## src/rtl/conv_frame_sched_pkg.sv

```systemverilog
// Shared types and frame-size helpers for the conv batch scheduler.
// The conv engine imports the same helpers so both sides agree on frame sizes.
package conv_frame_sched_pkg;

  typedef enum logic [2:0] {
    ST_IDLE,
    ST_LAUNCH,
    ST_RUN,
    ST_RELEASE,
    ST_NEXT,
    ST_FINISH
  } sched_state_e;

  function automatic logic [31:0] frame_in_bytes(input int unsigned w, input int unsigned h);
    return 32'(w * h * 4);
  endfunction

  // 3x3 kernel without padding trims one pixel from every border
  function automatic logic [31:0] frame_out_bytes(input int unsigned w, input int unsigned h);
    return 32'((w - 2) * (h - 2) * 4);
  endfunction

endpackage

```

## src/rtl/conv_frame_sched_if.sv

```systemverilog
// Host command channel of the conv batch scheduler: valid/ready plus frame count and BRAM bases.
interface conv_frame_sched_if #(
  parameter int unsigned MAX_FRAMES = 16
);
  localparam int unsigned FW = $clog2(MAX_FRAMES + 1);

  logic          cmd_valid;
  logic          cmd_ready;
  logic [FW-1:0] cmd_frames;
  logic [31:0]   cmd_in_base;
  logic [31:0]   cmd_out_base;

  modport master (
    output cmd_valid, cmd_frames, cmd_in_base, cmd_out_base,
    input  cmd_ready
  );

  modport slave (
    input  cmd_valid, cmd_frames, cmd_in_base, cmd_out_base,
    output cmd_ready
  );
endinterface

```

## src/rtl/conv_frame_sched.sv

```systemverilog
// Batch scheduler: runs the Sobel conv engine once per frame over consecutive BRAM frame slots,
// offsetting engine addresses by the current frame base and reporting busy/irq/progress to the host.
module conv_frame_sched
  import conv_frame_sched_pkg::*;
#(
  parameter  int unsigned IMG_WIDTH  = 32,
  parameter  int unsigned IMG_HEIGHT = 32,
  parameter  int unsigned MAX_FRAMES = 16,
  localparam int unsigned FW         = $clog2(MAX_FRAMES + 1)
) (
  input  logic                clk,
  input  logic                rst_n,
  conv_frame_sched_if.slave   cmd,
  output logic                busy,
  output logic                irq,
  output logic [FW-1:0]       frames_done,
  output logic [31:0]         cycle_count,
  output logic                conv_start,
  input  logic                conv_done,
  input  logic [31:0]         conv_bram0_addr,
  input  logic                conv_bram0_en,
  input  logic [31:0]         conv_bram1_addr,
  input  logic [31:0]         conv_bram1_din,
  input  logic [3:0]          conv_bram1_we,
  output logic [31:0]         bram0_addr,
  output logic                bram0_en,
  output logic [31:0]         bram1_addr,
  output logic [31:0]         bram1_din,
  output logic [3:0]          bram1_we
);

  localparam logic [31:0]   FRAME_IN_BYTES  = frame_in_bytes(IMG_WIDTH, IMG_HEIGHT);
  localparam logic [31:0]   FRAME_OUT_BYTES = frame_out_bytes(IMG_WIDTH, IMG_HEIGHT);
  localparam logic [FW-1:0] MAX_FRAMES_FW   = FW'(MAX_FRAMES);

  sched_state_e  state_q, state_d;
  logic          start_q, start_d;
  logic          busy_q, busy_d;
  logic          irq_q, irq_d;
  logic [FW-1:0] frames_done_q, frames_done_d;
  logic [FW-1:0] remaining_q, remaining_d;
  logic [31:0]   cycle_q, cycle_d;
  logic [31:0]   in_base_q, in_base_d;
  logic [31:0]   out_base_q, out_base_d;
  logic [FW-1:0] req_frames;

  always_comb begin
    req_frames    = (cmd.cmd_frames > MAX_FRAMES_FW) ? MAX_FRAMES_FW : cmd.cmd_frames;
    state_d       = state_q;
    start_d       = start_q;
    busy_d        = busy_q;
    irq_d         = 1'b0;
    frames_done_d = frames_done_q;
    remaining_d   = remaining_q;
    in_base_d     = in_base_q;
    out_base_d    = out_base_q;
    cycle_d       = (busy_q && (cycle_q != '1)) ? cycle_q + 32'd1 : cycle_q;

    // start/irq are set on the transition into their state so they are registered, not decoded
    unique case (state_q)
      ST_IDLE: begin
        if (cmd.cmd_valid) begin
          in_base_d     = cmd.cmd_in_base & ~32'h3;
          out_base_d    = cmd.cmd_out_base & ~32'h3;
          remaining_d   = req_frames;
          frames_done_d = '0;
          cycle_d       = '0;
          busy_d        = 1'b1;
          if (req_frames == '0) begin
            state_d = ST_FINISH;
            irq_d   = 1'b1;
          end else begin
            state_d = ST_LAUNCH;
            start_d = 1'b1;
          end
        end
      end
      ST_LAUNCH: state_d = ST_RUN;
      ST_RUN: begin
        if (conv_done) begin
          start_d = 1'b0;
          state_d = ST_RELEASE;
        end
      end
      ST_RELEASE: begin
        if (!conv_done) state_d = ST_NEXT;
      end
      ST_NEXT: begin
        frames_done_d = frames_done_q + FW'(1);
        remaining_d   = remaining_q - FW'(1);
        in_base_d     = in_base_q + FRAME_IN_BYTES;
        out_base_d    = out_base_q + FRAME_OUT_BYTES;
        if (remaining_q == FW'(1)) begin
          state_d = ST_FINISH;
          irq_d   = 1'b1;
        end else begin
          state_d = ST_LAUNCH;
          start_d = 1'b1;
        end
      end
      ST_FINISH: begin
        state_d = ST_IDLE;
        busy_d  = 1'b0;
      end
      default: begin
        state_d = ST_IDLE;
        start_d = 1'b0;
        busy_d  = 1'b0;
      end
    endcase
  end

  always_ff @(posedge clk or negedge rst_n) begin
    if (!rst_n) begin
      state_q       <= ST_IDLE;
      start_q       <= 1'b0;
      busy_q        <= 1'b0;
      irq_q         <= 1'b0;
      frames_done_q <= '0;
      remaining_q   <= '0;
      cycle_q       <= '0;
      in_base_q     <= '0;
      out_base_q    <= '0;
    end else begin
      state_q       <= state_d;
      start_q       <= start_d;
      busy_q        <= busy_d;
      irq_q         <= irq_d;
      frames_done_q <= frames_done_d;
      remaining_q   <= remaining_d;
      cycle_q       <= cycle_d;
      in_base_q     <= in_base_d;
      out_base_q    <= out_base_d;
    end
  end

  always_comb begin
    cmd.cmd_ready = (state_q == ST_IDLE);
    busy          = busy_q;
    irq           = irq_q;
    frames_done   = frames_done_q;
    cycle_count   = cycle_q;
    conv_start    = start_q;
    bram0_addr    = conv_bram0_addr + in_base_q;
    bram0_en      = conv_bram0_en;
    bram1_addr    = conv_bram1_addr + out_base_q;
    bram1_din     = conv_bram1_din;
    bram1_we      = (state_q == ST_RUN) ? conv_bram1_we : '0;
  end

endmodule

```

## src/flat_wrapper.sv

```systemverilog
// flat-port wrapper written by rule: the top's interface ports become plain ports
module conv_frame_sched_flat import conv_frame_sched_pkg::*;
#(
  parameter  int unsigned IMG_WIDTH  = 32,
  parameter  int unsigned IMG_HEIGHT = 32,
  parameter  int unsigned MAX_FRAMES = 16,
  localparam int unsigned FW         = $clog2(MAX_FRAMES + 1)
)
  (clk, rst_n, busy, irq, frames_done, cycle_count, conv_start, conv_done, conv_bram0_addr, conv_bram0_en, conv_bram1_addr, conv_bram1_din, conv_bram1_we, bram0_addr, bram0_en, bram1_addr, bram1_din, bram1_we, cmd_cmd_valid, cmd_cmd_frames, cmd_cmd_in_base, cmd_cmd_out_base, cmd_cmd_ready);
  conv_frame_sched_if #(.MAX_FRAMES(MAX_FRAMES)) cmd_i ();
  input  logic clk;
  input  logic rst_n;
  output logic busy;
  output logic irq;
  output logic [FW-1:0] frames_done;
  output logic [31:0] cycle_count;
  output logic conv_start;
  input  logic conv_done;
  input  logic [31:0] conv_bram0_addr;
  input  logic conv_bram0_en;
  input  logic [31:0] conv_bram1_addr;
  input  logic [31:0] conv_bram1_din;
  input  logic [3:0] conv_bram1_we;
  output logic [31:0] bram0_addr;
  output logic bram0_en;
  output logic [31:0] bram1_addr;
  output logic [31:0] bram1_din;
  output logic [3:0] bram1_we;
  input wire logic [$bits(cmd_i.cmd_valid)-1:0] cmd_cmd_valid;
  input wire logic [$bits(cmd_i.cmd_frames)-1:0] cmd_cmd_frames;
  input wire logic [$bits(cmd_i.cmd_in_base)-1:0] cmd_cmd_in_base;
  input wire logic [$bits(cmd_i.cmd_out_base)-1:0] cmd_cmd_out_base;
  output wire logic [$bits(cmd_i.cmd_ready)-1:0] cmd_cmd_ready;
  assign cmd_i.cmd_valid = cmd_cmd_valid;
  assign cmd_i.cmd_frames = cmd_cmd_frames;
  assign cmd_i.cmd_in_base = cmd_cmd_in_base;
  assign cmd_i.cmd_out_base = cmd_cmd_out_base;
  assign cmd_cmd_ready = cmd_i.cmd_ready;
  conv_frame_sched #(.IMG_WIDTH(IMG_WIDTH), .IMG_HEIGHT(IMG_HEIGHT), .MAX_FRAMES(MAX_FRAMES)) u_core (.clk(clk), .rst_n(rst_n), .cmd(cmd_i), .busy(busy), .irq(irq), .frames_done(frames_done), .cycle_count(cycle_count), .conv_start(conv_start), .conv_done(conv_done), .conv_bram0_addr(conv_bram0_addr), .conv_bram0_en(conv_bram0_en), .conv_bram1_addr(conv_bram1_addr), .conv_bram1_din(conv_bram1_din), .conv_bram1_we(conv_bram1_we), .bram0_addr(bram0_addr), .bram0_en(bram0_en), .bram1_addr(bram1_addr), .bram1_din(bram1_din), .bram1_we(bram1_we));
endmodule
```

## config.mk

```make
export PLATFORM = sky130hd
export DESIGN_NAME = conv_frame_sched_flat
export DESIGN_NICKNAME = d
export VERILOG_FILES = /design/src/rtl/conv_frame_sched_pkg.sv /design/src/rtl/conv_frame_sched_if.sv /design/src/rtl/conv_frame_sched.sv /design/src/flat_wrapper.sv
export SDC_FILE = /design/constraint.sdc
export NUM_CORES = 1
export LEC_CHECK = 0
export BUFFER_PORTS_ARGS = -buffer_cell sky130_fd_sc_hd__buf_2
export CORE_MARGIN = 10
export CORE_UTILIZATION = 38
export CTS_BUF_LIST = sky130_fd_sc_hd__clkbuf_8 sky130_fd_sc_hd__clkbuf_16
export CTS_CLUSTER_DIAMETER = 80
export DETAILED_ROUTE_END_ITERATION = 10
export GPL_TIMING_DRIVEN = 0
export PLACE_DENSITY = 0.69
export SKIP_LAST_GASP = 1
export SYNTH_ARGS = -nofsm -noshare
export SYNTH_HDL_FRONTEND = slang
export SYNTH_SLANG_ARGS = --single-unit
```

## constraint.sdc

```tcl
create_clock -name clk -period 2.31 [get_ports clk]
set_input_delay 0.231 -clock clk [delete_from_list [all_inputs] [get_ports clk]]
set_output_delay 0.231 -clock clk [all_outputs]
set_load 0.01 [all_outputs]
```

==> results of run 1 <==
-- logic make-up (layout without fill, tap and decap cells) --
logic type | count (synthesis) | count (layout) | share of synthesized area [%]
xor gates and xnor gates | 84 | 84 | 8.68
AOI/OAI and AO/OA | 268 | 268 | 20.4
and+or+nand+nor | 414 | 414 | 23.2
DFF | 108 | 108 | 31.9
adders and majority gates | 64 | 64 | 9.45
other | 0 | 4 | 0
muxes | 3 | 3 | 0.354
buffers and inverters | 99 | 440 | 6.04
-- through the flow --
step	setup slack [ns]	utilization (%)	area, um^2	instances
2_1_floorplan	-0.0129	-	8570	1040
3_3_place_gp	-0.758	47.0	10300	1594
3_5_place_dp	-0.742	47.2	10300	1595
4_1_cts	-0.610	52.9	11600	1638
5_1_grt	-0.708	55.3	12100	1665
6_report	-0.596	55.3	12100	1665
-- repair_timing --
item                                   4_1_cts  5_1_grt
resized for setup                          145       83
pin swaps                                   46       54
setup endpoints to repair                  136      128
setup buffers                               33       26
endpoints found under the hold margin       37        0
hold buffers                                 1        0
-- worst max-delay path: stages, from the launching register on --
cell and delay, ns:
dfrtp_1 0.41, ha_4 0.24, a211oi_4 0.27, o21ai_2 0.11, buf_4 0.14, nor4b_4 0.14
o21a_1 0.19, or3_4 0.35, a31oi_4 0.19, xnor2_2 0.13, buf_2 0.15
-- metal layers --
| metal | share of wire (%) | vias up |
|---|---|---|
| li1 | - | 4415 |
| met1 | 42 | 4458 |
| met2 | 50 | 342 |
| met3 | 6.2 | 50 |
| met4 | 1.8 | 0 |
| met5 | 0 | - |
-- cell type report --
cell class              count  area, um^2
diodes                      4        10.0
plain buffers              67         408
clock buffers               9         225
clock inverters             6        41.3
fillers                  1975        9790
inverters                  25        93.8
multi-input cells         833        6350
flip-flops and latches    108        2730
well taps                 280         350
repair buffers            333        1900
-- report_power, final --
group	total [mW]	leakage (nW)	internal, mW	switching (mW)
sequential	3.45	1.32	2.57	0.875
clock	1.48	0.130	0.730	0.752
combinational	11.2	4.09	5.16	6.02
total	16.1	5.54	8.46	7.65
-- cells in the final DEF, fill, tap and decap left out, types with 26 or more instances in the layout --
cell	n
ha_4	30
nand2_1	118
nor2_1	110
dfrtp_1	87
buf_2	277
inv_1	26
nand3_1	36
o21ai_0	45
xor2_1	35
buf_4	82
xnor2_1	41
a21oi_1	44
nor3_1	28
-- flip-flops by register name, summed over array words and instances (netlist names) --
| signal | cells |
|---|---|
| u_core.busy | 1 |
| u_core.conv_start | 1 |
| u_core.cycle_count | 32 |
| u_core.frames_done | 5 |
| u_core.in_base_q | 30 |
| u_core.irq | 1 |
| u_core.out_base_q | 30 |
| u_core.remaining_q | 5 |
| u_core.state_q | 3 |
-- worst max-delay path by stage --
| stage | startpoint | to | slack (ns) |
|---|---|---|---|
| 2_1_floorplan | u_core.out_base_q[8]$_DFFE_PN0P_ | bram1_addr[27] | -0.01 |
| 3_3_place_gp | u_core.out_base_q[3]$_DFFE_PN0P_ | bram1_addr[27] | -0.76 |
| 3_5_place_dp | u_core.out_base_q[3]$_DFFE_PN0P_ | bram1_addr[27] | -0.74 |
| 4_1_cts | u_core.in_base_q[3]$_DFFE_PN0P_ | bram0_addr[22] | -0.61 |
| 5_1_grt | u_core.in_base_q[3]$_DFFE_PN0P_ | bram0_addr[28] | -0.71 |
| 6_report | u_core.in_base_q[3]$_DFFE_PN0P_ | bram0_addr[22] | -0.60 |
==> impl_results.md, run 1 <==
- Post-synth top area share: approximately a third
- Worst EP arrival: between 2 and 3 ns
- CTS Sinks: ~110
- FF-to-FF setup slack: around 0.1 ns
- Final setup margin: -0.596 ns
- Share of post-route cells with drive strength above 1: roughly two fifths
- Post-synthesis sequential area ratio: a little under a third
- TritonCTS clock tree: built
- Initial core utilization: roughly two fifths
- CTS Buf Count: 9
- Met1 Usage GRT: 25.3%
- Cells after Synth: between 1,000 and 1,500
- Pin count of the biggest net entering global routing: 72
- PnR Total Power: approximately 16 mW
- Critical path fanouts, max: 3
- Drt drc: 0
- Post-DRT Antenna Nets: 0
- Fraction of registers with async set/reset: 100%
- Routed WL: 32,400 um
- Initial antenna violation count: 4
- Clk_lat worst skew: approximately 0.36 ns
- Min Hold Slack: ~0.060 ns
- Worst Hold Path Cells: 3
- R2R Path End: u_core.out_base_q[30]$_DFFE_PN0P_
- CP Launch Type: register
- Nets: about 1,600
- Fin. Hold Viols: 0
- Final Max Slew Viols: 0
- Vias in the first global route: between 9,000 and 10,000
- Worst Skew: roughly 0.014 ns
- Max transition margin: between 30 and 40%
- Maximum vdd drop: just under 900 uV
- Distinct cells, synth: 64
- Wire per inst: 19.5 um
- Clock Tree Buf Depth: 2
- Worst setup EP type: output pin
- CP required: around 2.1 ns
- Dominant cell type by area after synthesis: dfrtp_1
- Fmax: 344 MHz
- Area grow syn2layout: 42.8%
- First-pass GRT wire length: a little under 50,000 um
- GRT Total Usage: 20.4%
- Final RePlAce weighted congestion: roughly 0.91
- Port buffer count: between 200 and 300
- GRT Max-Usage Layer: met2
- Synth Warn #: 0
- Setup CP Type: register to output pin
- Cell depth of the worst flop-to-flop path: 8
- Finish-stage setup viols: between 40 and 50
- Root Buffer: clkbuf_16
- Most frequent cells after synthesis: nand2_1, nor2_1, dfrtp_1
- Synth Flop Type: dfrtp_1
- WHS Endpoint: u_core.out_base_q[2]$_DFFE_PN0P_
- Dpl hpwl: between 20,000 and 25,000 um
- Mapped Nets: around 1,300
- LEAKAGE: between 5 and 6 nW
- # IOs: 316
- Final min period: between 2 and 3 ns
- Die Ht: around 170 um
- Die ar.: between 0.02 and 0.03 mm^2
- DR pass1 iterations: 7
- TNS Setup: -17.67 ns
- Failing checks: negative setup slack
- DR vias/cell: 5.56
- Hold Crit Start: cmd_cmd_out_base[2]
- Worst-Margin Slew: approximately 0.90 ns
- Core Area: about 0.022 mm^2
- Met2 usage: between 30% and 40%
- Status: finished with violations
- Worst r2r src: u_core.out_base_q[4]$_DFFE_PN0P_
- Unrepaired setup endpoints after global routing: true
- Vias: about 9,300
- Period utilization: 126%
- GRT overflow: 0
- Iteration-0 DRC Markers: 770
- Top cells by area, synth: dfrtp_1, ha_1, nand2_1, nor2_1, xnor2_1
- Pwr Density: approximately 1300 mW/mm^2
- Synthesized cell area: about 0.0085 mm^2
- Worst min path class: input port to register
- Synthesis-stage register bit count: around 110
- Top-count cell post-synth: nand2_1
- Syn Area/Cell: 8.15 um^2
- Worst-path clk slew: about 0.080 ns
- H-tree depth: 3
- Cell row count: 54
- Max Cap Viol: 0
- Global Route met3 Usage: 3.38%
- Die span in x: roughly 170 um
- Number of synthesized flops with an enable pin: 0
Note: power is estimated with default switching activity, not from simulation.
==> run 2, diff against run 1 <==
- CTS_BUF_LIST: sky130_fd_sc_hd__clkbuf_8 sky130_fd_sc_hd__clkbuf_16 -> not set
- REMOVE_ABC_BUFFERS: not set -> 1
==> run 2 against run 1 <==
  * The run still ends with negative setup slack left
  * Worst hold slack better by 0.0049 ns
  * Combinational power about the same
  * Fmax increased by 1.3%
  * Total power rose by 2.3%
  * Sequential power about the same
  * Sequential cell count did not move
  * Critical path type unchanged
  * Global-route usage hardly changed
  * Setup slack gained 0.038 ns
  * Count of clock-buffer cells in the layout did not move
  * Sequential share of layout area increased by 0.47 points
  * First-iteration DRC count is 12% lower
  * Largest power group unchanged
  * Clock skew decreased by 0.0024 ns
==> impl_results.md, run 2 (same netlist as run 1, synthesis figures left out) <==
- Worst min path class: input port to register
- Initial core utilization: 38.7% (unchanged)
- Area grow syn2layout: 39.7%
- Min Hold Slack: 0.0652 ns (+0.00488 ns)
- Die span in x: 169 um (unchanged)
- Internal Pwr Total: 8.89 mW (+5.1%)
- # IOs: 316 (unchanged)
- Status: finished with violations
- Max transition margin: 53.1% (+13 points)
- PnR Total Power: 16.5 mW (+2.3%)
- Pwr Density: 1390 mW/mm^2 (+4.6%)
- Clk_lat worst skew: 0.35 ns (about the same)
- Failing checks: negative setup slack
- Post-route cell area: 0.0118 mm^2 (-2.2%)
- Commonest non-fill, non-tap cell in the layout: buf_2
- Worst EP arrival: 2.64 ns (-0.04 ns)
- Drt drc: 0 (unchanged)
- Post-DRT Antenna Nets: 0 (unchanged)
- TritonCTS clock tree: built
- Finish-stage setup viols: 46 (-2.1%)
- Final RePlAce weighted congestion: 0.905 (-0.55%)
- Unrepaired setup endpoints after global routing: true
- Port buffer count: 237 (-14%)
- CP peak stage delay: 0.44 ns (+0.03 ns)
- Part of the power in registers: 20.7% (-0.7 points)
- Worst setup EP type: output pin
- CTS Sinks: 108 (unchanged)
- CP Launch Type: register
- Pin count of the biggest net entering global routing: 60 (-17%)
- H-tree depth: 3 (unchanged)
- Cell row count: 54 (unchanged)
- LEAKAGE: 5.35 nW (-3.5%)
- Die ar.: 0.0287 mm^2 (unchanged)
- Root Buffer: clkbuf_16
- Worst-Margin Slew: 0.696 ns (-0.201 ns)
- CTS Buf Count: 9 (unchanged)
- DR pass1 iterations: 5 (-2)
- Crit-path cells: ha_4 -> a21oi_2 -> nand3b_1 -> a2bb2oi_2 -> o21a_1 -> or3_4 -> a31oi_4 -> xnor2_1 -> buf_2
- Core Util, Final: 54.1% (-1.2 points)
- Die Ht: 169 um (unchanged)
- Nets: 1,530 (-5.3%)
- CP top delay family: compound AO/OA/AOI/OAI gates
- Final setup margin: -0.558 ns (+0.0379 ns)
- DR vias/cell: 5.68 (+2.0%)
- Routed WL: 31,000 um (-4.2%)
- Critical path fanouts, max: 6 (+3)
- Worst Skew: 0.0116 ns (-0.00245 ns)
- Commonest cells after routing, fill and taps aside: buf_2, nand2_1, nor2_1
- Final min period: 2.87 ns (-0.0379 ns)
- Max reg flops: 32 (unchanged)
- Initial antenna violation count: 2 (-2)
- Comb pwr share: 68.5% (-0.9 points)
- Clock Tree Buf Depth: 2 (unchanged)
- Wire per inst: 19.7 um (+1.0%)
- Max Cap Viol: 0 (unchanged)
- Core Area: 0.0219 mm^2 (unchanged)
- Dpl hpwl: 21,700 um (-8.1%)
- Buf+Inv Stages, Crit Path: 1 (-1)
- Iteration-0 DRC Markers: 676 (-12%)
- Placed cell areas: 0.00968 mm^2 (-6.2%)
- Final Max Slew Viols: 0 (unchanged)
- Setup CP Type: register to output pin
- GRT overflow: 0 (unchanged)
- Maximum vdd drop: 1040 uV (+20%)
- CP max stage cell: dfrtp_2
- TNS Setup: -17.57 ns (+0.103 ns)
- Sw power: 7.59 mW (-0.82%)
- First-pass GRT wire length: 48,100 um (-0.16%)
- Worst-path clk slew: 0.08 ns (about the same)
- Switch share: 46.0% (-1.4 points)
- Period utilization: 124% (-1.6 points)
- CP required: 2.08 ns (about the same)
- Share of post-route cells with drive strength above 1: 39.0% (-2.3 points)
- Fin. Hold Viols: 0 (unchanged)
- Vias in the first global route: 8,954 (-1.5%)
- GRT Total Usage: 20.4% (about the same)
- Fmax: 349 MHz (+1.3%)
- Clock share of power: 10.8% (+1.6 points)
- Vias: 8,960 (-3.3%)
## run 2: cell count changes in the layout (fill, tap and decap cells not counted), moves of 5 or more
cell	before	now
buf_2	277	236
nand2_4	1	6
clkbuf_1	16	0
clkbuf_2	7	0
buf_4	82	59
ha_2	10	4
## run 2: cell type report
class	count	area [um^2]
Tap cell	280	350
Clock inverter	7	116
Antenna cell	1	2.50
Sequential cell	108	2730
Inverter	25	93.8
Timing Repair Buffer	313	1880
Fill cell	1928	10000
Clock buffer	9	225
Multi-Input combinational cell	835	6450
## run 2: power by group through the flow
stage	clock [mW]	combinational, mW	sequential (mW)
global route	1.90	12.3	3.52
finish	1.78	11.3	3.42
global placement	0	7.95	3.36
CTS	1.85	10.7	3.40
floorplan	0	5.52	3.18
detailed placement	0	8.12	3.38
## run 2: per-stage QoR
stage               cells  worst slack, ns
global placement     1483            -2.81
global route         1578           -0.651
floorplan             966            -1.03
finish               1578           -0.558
detailed placement   1486           -0.983
CTS                  1561           -0.508
## run 2: repair_timing
| item | in CTS | in global routing |
|---|---|---|
| setup endpoints to repair | 121 | 83 |
| endpoints found under the hold margin | 49 | 0 |
| buffers inserted | 56 | 19 |
| resized for setup | 212 | 39 |
| pin swaps | 70 | 31 |
| hold buffers | 1 | 0 |
| gates cloned | 2 | 0 |
## run 2: per-layer routing
metal	part of all wire (%)	up-vias	GRT usage, %
met1	44	4285	26.5
met3	8.3	47	6.00
li1	-	4258	-
met5	0.13	-	1.56
met4	2.4	2	5.89
met2	45	368	32.1
## run 2: path summary, 6_finish.rpt
check | depth (start not counted) | start | slack [ns] | to
max | 9 | u_core.in_base_q[12]$_DFFE_PN0P_ | -0.56 | bram0_addr[22]
min in group asynchronous | 2 | rst_n | 0.40 | u_core.in_base_q[30]$_DFFE_PN0P_
min reg2reg | 1 | u_core.frames_done[4]$_DFFE_PN0P_ | 0.49 | u_core.frames_done[4]$_DFFE_PN0P_
max reg2reg | 6 | u_core.cycle_count[12]$_DFF_PN0_ | 0.12 | u_core.cycle_count[30]$_DFF_PN0_
min | 3 | cmd_cmd_out_base[3] | 0.07 | u_core.out_base_q[3]$_DFFE_PN0P_
max in group asynchronous | 3 | rst_n | 1.20 | u_core.out_base_q[9]$_DFFE_PN0P_
## run 2: tightest hold or removal path: cells and delay by family
family / cells / cell delay (ns)
buf+inv: 1 / 0.07
simple gates: 2 / 0.08
==> run 3, diff against run 2 <==
- CORE_UTILIZATION: 38 -> 46
- PLACE_DENSITY: 0.69 -> 0.8
==> run 3 against run 2 <==
  * Combinational power rose by 6%
  * Global-route usage up 4.7 points
  * Routed wire length grew 9.2%
  * The flow still finishes with violations (negative setup slack)
  * Final cell count down 2.5%
  * Register-to-register slack lost 0.09 ns
  * Critical path depth rose by 1
  * Sequential power hardly changed
==> impl_results.md, run 3 (same netlist as run 1, synthesis figures left out) <==
- Status: finished with violations
- Failing checks: negative setup slack
- CP required: 2.08 ns (about the same)
- Initial antenna violation count: 0 (-2)
- Core Util, Final: 66.3% (+12 points)
- Min Hold Slack: 0.0677 ns (+0.00249 ns)
- First-pass GRT wire length: 49,500 um (+2.8%)
- TritonCTS clock tree: built
- Fin. Hold Viols: 0 (unchanged)
- Diodes inserted: 0 (-1)
- Post-route cell area: 0.0120 mm^2 (+0.96%)
- Pwr Density: 1430 mW/mm^2 (+2.9%)
- Worst Skew: 0.0154 ns (+0.00387 ns)
- Period utilization: 128% (+3.4 points)
- Commonest non-fill, non-tap cell in the layout: buf_2
- Cell depth of the worst flop-to-flop path: 8 (+2)
- Met2 usage: 39.6% (+7.4 points)
- Worst setup EP type: output pin
- Max reg flops: 32 (unchanged)
- Cell row count: 49 (-9.3%)
- Share of post-route cells with drive strength above 1: 40.8% (+1.8 points)
- GRT overflow: 0 (unchanged)
- Vias in the first global route: 9,335 (+4.3%)
- GRT Total Usage: 25.1% (+4.7 points)
- Critical path fanouts, max: 3 (-3)
- Die ar.: 0.0243 mm^2 (-15%)
- Final RePlAce weighted congestion: 0.947 (+4.6%)
- Setup CP Type: register to output pin
- Finish-stage setup viols: 50 (+8.7%)
- CP peak stage delay: 0.42 ns (-0.02 ns)
- CTS Sinks: 108 (unchanged)
- Pre-CTS WS: -0.891 ns (+0.0912 ns)
- Wire per inst: 22.0 um (+12%)
- Commonest cells after routing, fill and taps aside: buf_2, nand2_1, nor2_1
- H-tree depth: 3 (unchanged)
- Worst EP arrival: 2.72 ns (+0.08 ns)
- Initial core utilization: 47.0% (+8.3 points)
- Drt drc: 0 (unchanged)
- Area grow syn2layout: 41.0%
- DR pass1 iterations: 5 (unchanged)
- FF+latch area: 0.00273 mm^2 (about the same)
- Clk_lat worst skew: 0.35 ns (about the same)
- GRT Max-Usage Layer: met2
- Unrepaired setup endpoints after global routing: true
- Vias: 9,440 (+5.4%)
- Fmax: 339 MHz (-2.6%)
- Iteration-0 DRC Markers: 665 (-1.6%)
- LEAKAGE: 5.40 nW (+1.1%)
- Max Cap Viol: 0 (unchanged)
- Placed cell areas: 0.00962 mm^2 (-0.70%)
- Dpl hpwl: 21,600 um (-0.61%)
- Port buffer count: 237 (unchanged)
- PnR Total Power: 17.1 mW (+3.9%)
- CP max stage cell: dfrtp_1
- Final setup margin: -0.636 ns (-0.0778 ns)
- Clock Tree Buf Depth: 2 (unchanged)
- CP Launch Type: register
- Final Max Slew Viols: 0 (unchanged)
- Pin count of the biggest net entering global routing: 64 (+6.7%)
- Global Route met3 Usage: 8.60% (+2.6 points)
- Post-DRT Antenna Nets: 0 (unchanged)
- Root Buffer: clkbuf_16
- Worst-Margin Slew: 0.628 ns (-0.0675 ns)
- Final min period: 2.95 ns (+0.0778 ns)
- Die span in x: 156 um (-8.0%)
- Max transition margin: 58.1% (+5.0 points)
- Core Area: 0.0180 mm^2 (-18%)
- # IOs: 316 (unchanged)
- Multi-input gate area: 0.00653 mm^2 (+1.2%)
- Met1 Usage GRT: 31.0% (+4.5 points)
- Routed WL: 33,900 um (+9.2%)
- Worst Hold Path Cells: 2 (-1)
- Fill count: 1,300 (-33%)
- CTS Buf Count: 9 (unchanged)
- Crit-path cells: ha_4 -> a211oi_4 -> o21ai_2 -> buf_4 -> nor4b_4 -> o21a_1 -> or3_4 -> a31oi_4 -> xnor2_2 -> buf_2
- Die Ht: 156 um (-8.0%)
- Maximum vdd drop: 1160 uV (+11%)
- DR vias/cell: 6.13 (+8.0%)
- Nets: 1,543 (+0.85%)
- Worst-path clk slew: 0.09 ns (about the same)
- Worst min path class: input port to register
## run 3: repair_timing
action | CTS | global route
setup buffers | 63 | 23
pin swaps | 69 | 49
resized for setup | 197 | 72
endpoints found under the hold margin | 45 | 0
hold buffers | 1 | 0
cloned | 2 | 0
setup endpoints to repair | 118 | 85
## run 3: final timing paths
kind | endpoint | slack (ns) | from
max in group asynchronous | u_core.out_base_q[17]$_DFFE_PN0P_ | 1.13 | rst_n
hold reg to reg | u_core.frames_done[4]$_DFFE_PN0P_ | 0.50 | u_core.frames_done[4]$_DFFE_PN0P_
setup reg to reg | u_core.out_base_q[29]$_DFFE_PN0P_ | 0.03 | u_core.out_base_q[10]$_DFFE_PN0P_
setup / recovery | bram0_addr[22] | -0.64 | u_core.in_base_q[3]$_DFFE_PN0P_
min in group asynchronous | u_core.in_base_q[28]$_DFFE_PN0P_ | 0.42 | rst_n
hold / removal | u_core.in_base_q[31]$_DFFE_PN0P_ | 0.07 | cmd_cmd_in_base[31]
## run 3: power breakdown
part	internal (mW)	switching [mW]	total (mW)
sequential	2.57	0.842	3.41
combinational	5.58	6.42	12.0
clock	0.887	0.821	1.71
total	9.04	8.08	17.1
## run 3: final cells by class
type,instances,area share [%]
Clock inverter,7,0.848
Inverter,25,0.785
Sequential cell,108,22.8
Clock buffer,9,1.88
Multi-Input combinational cell,835,54.6
Tap cell,229,2.40
Timing Repair Buffer,326,16.6
## run 3: metal layers
metal / wire length (um) / share of wire (%)
met2: 15700 / 46
met4: 940 / 2.8
met1: 13700 / 40
met3: 3520 / 10
met5: 42 / 0.12
## run 3: worst max-delay path, delay by kind of cell, from the launching register on
| family | cells | cell delay (ns) |
|---|---|---|
| flip-flops | 1 | 0.42 |
| buffers and inverters | 2 | 0.29 |
| AND/OR/NAND/NOR | 2 | 0.50 |
| AO/OA/AOI/OAI | 4 | 0.80 |
| XOR/XNOR | 1 | 0.13 |
| adder cells (fa/ha/maj) | 1 | 0.24 |
## run 3: stage by stage
| stage | TNS, ns | cells |
|---|---|---|
| floorplan | -51.00 | 966 |
| global placement | -205.41 | 1432 |
| detailed placement | -37.60 | 1435 |
| CTS | -14.94 | 1517 |
| global route | -24.74 | 1539 |
| finish | -20.36 | 1539 |
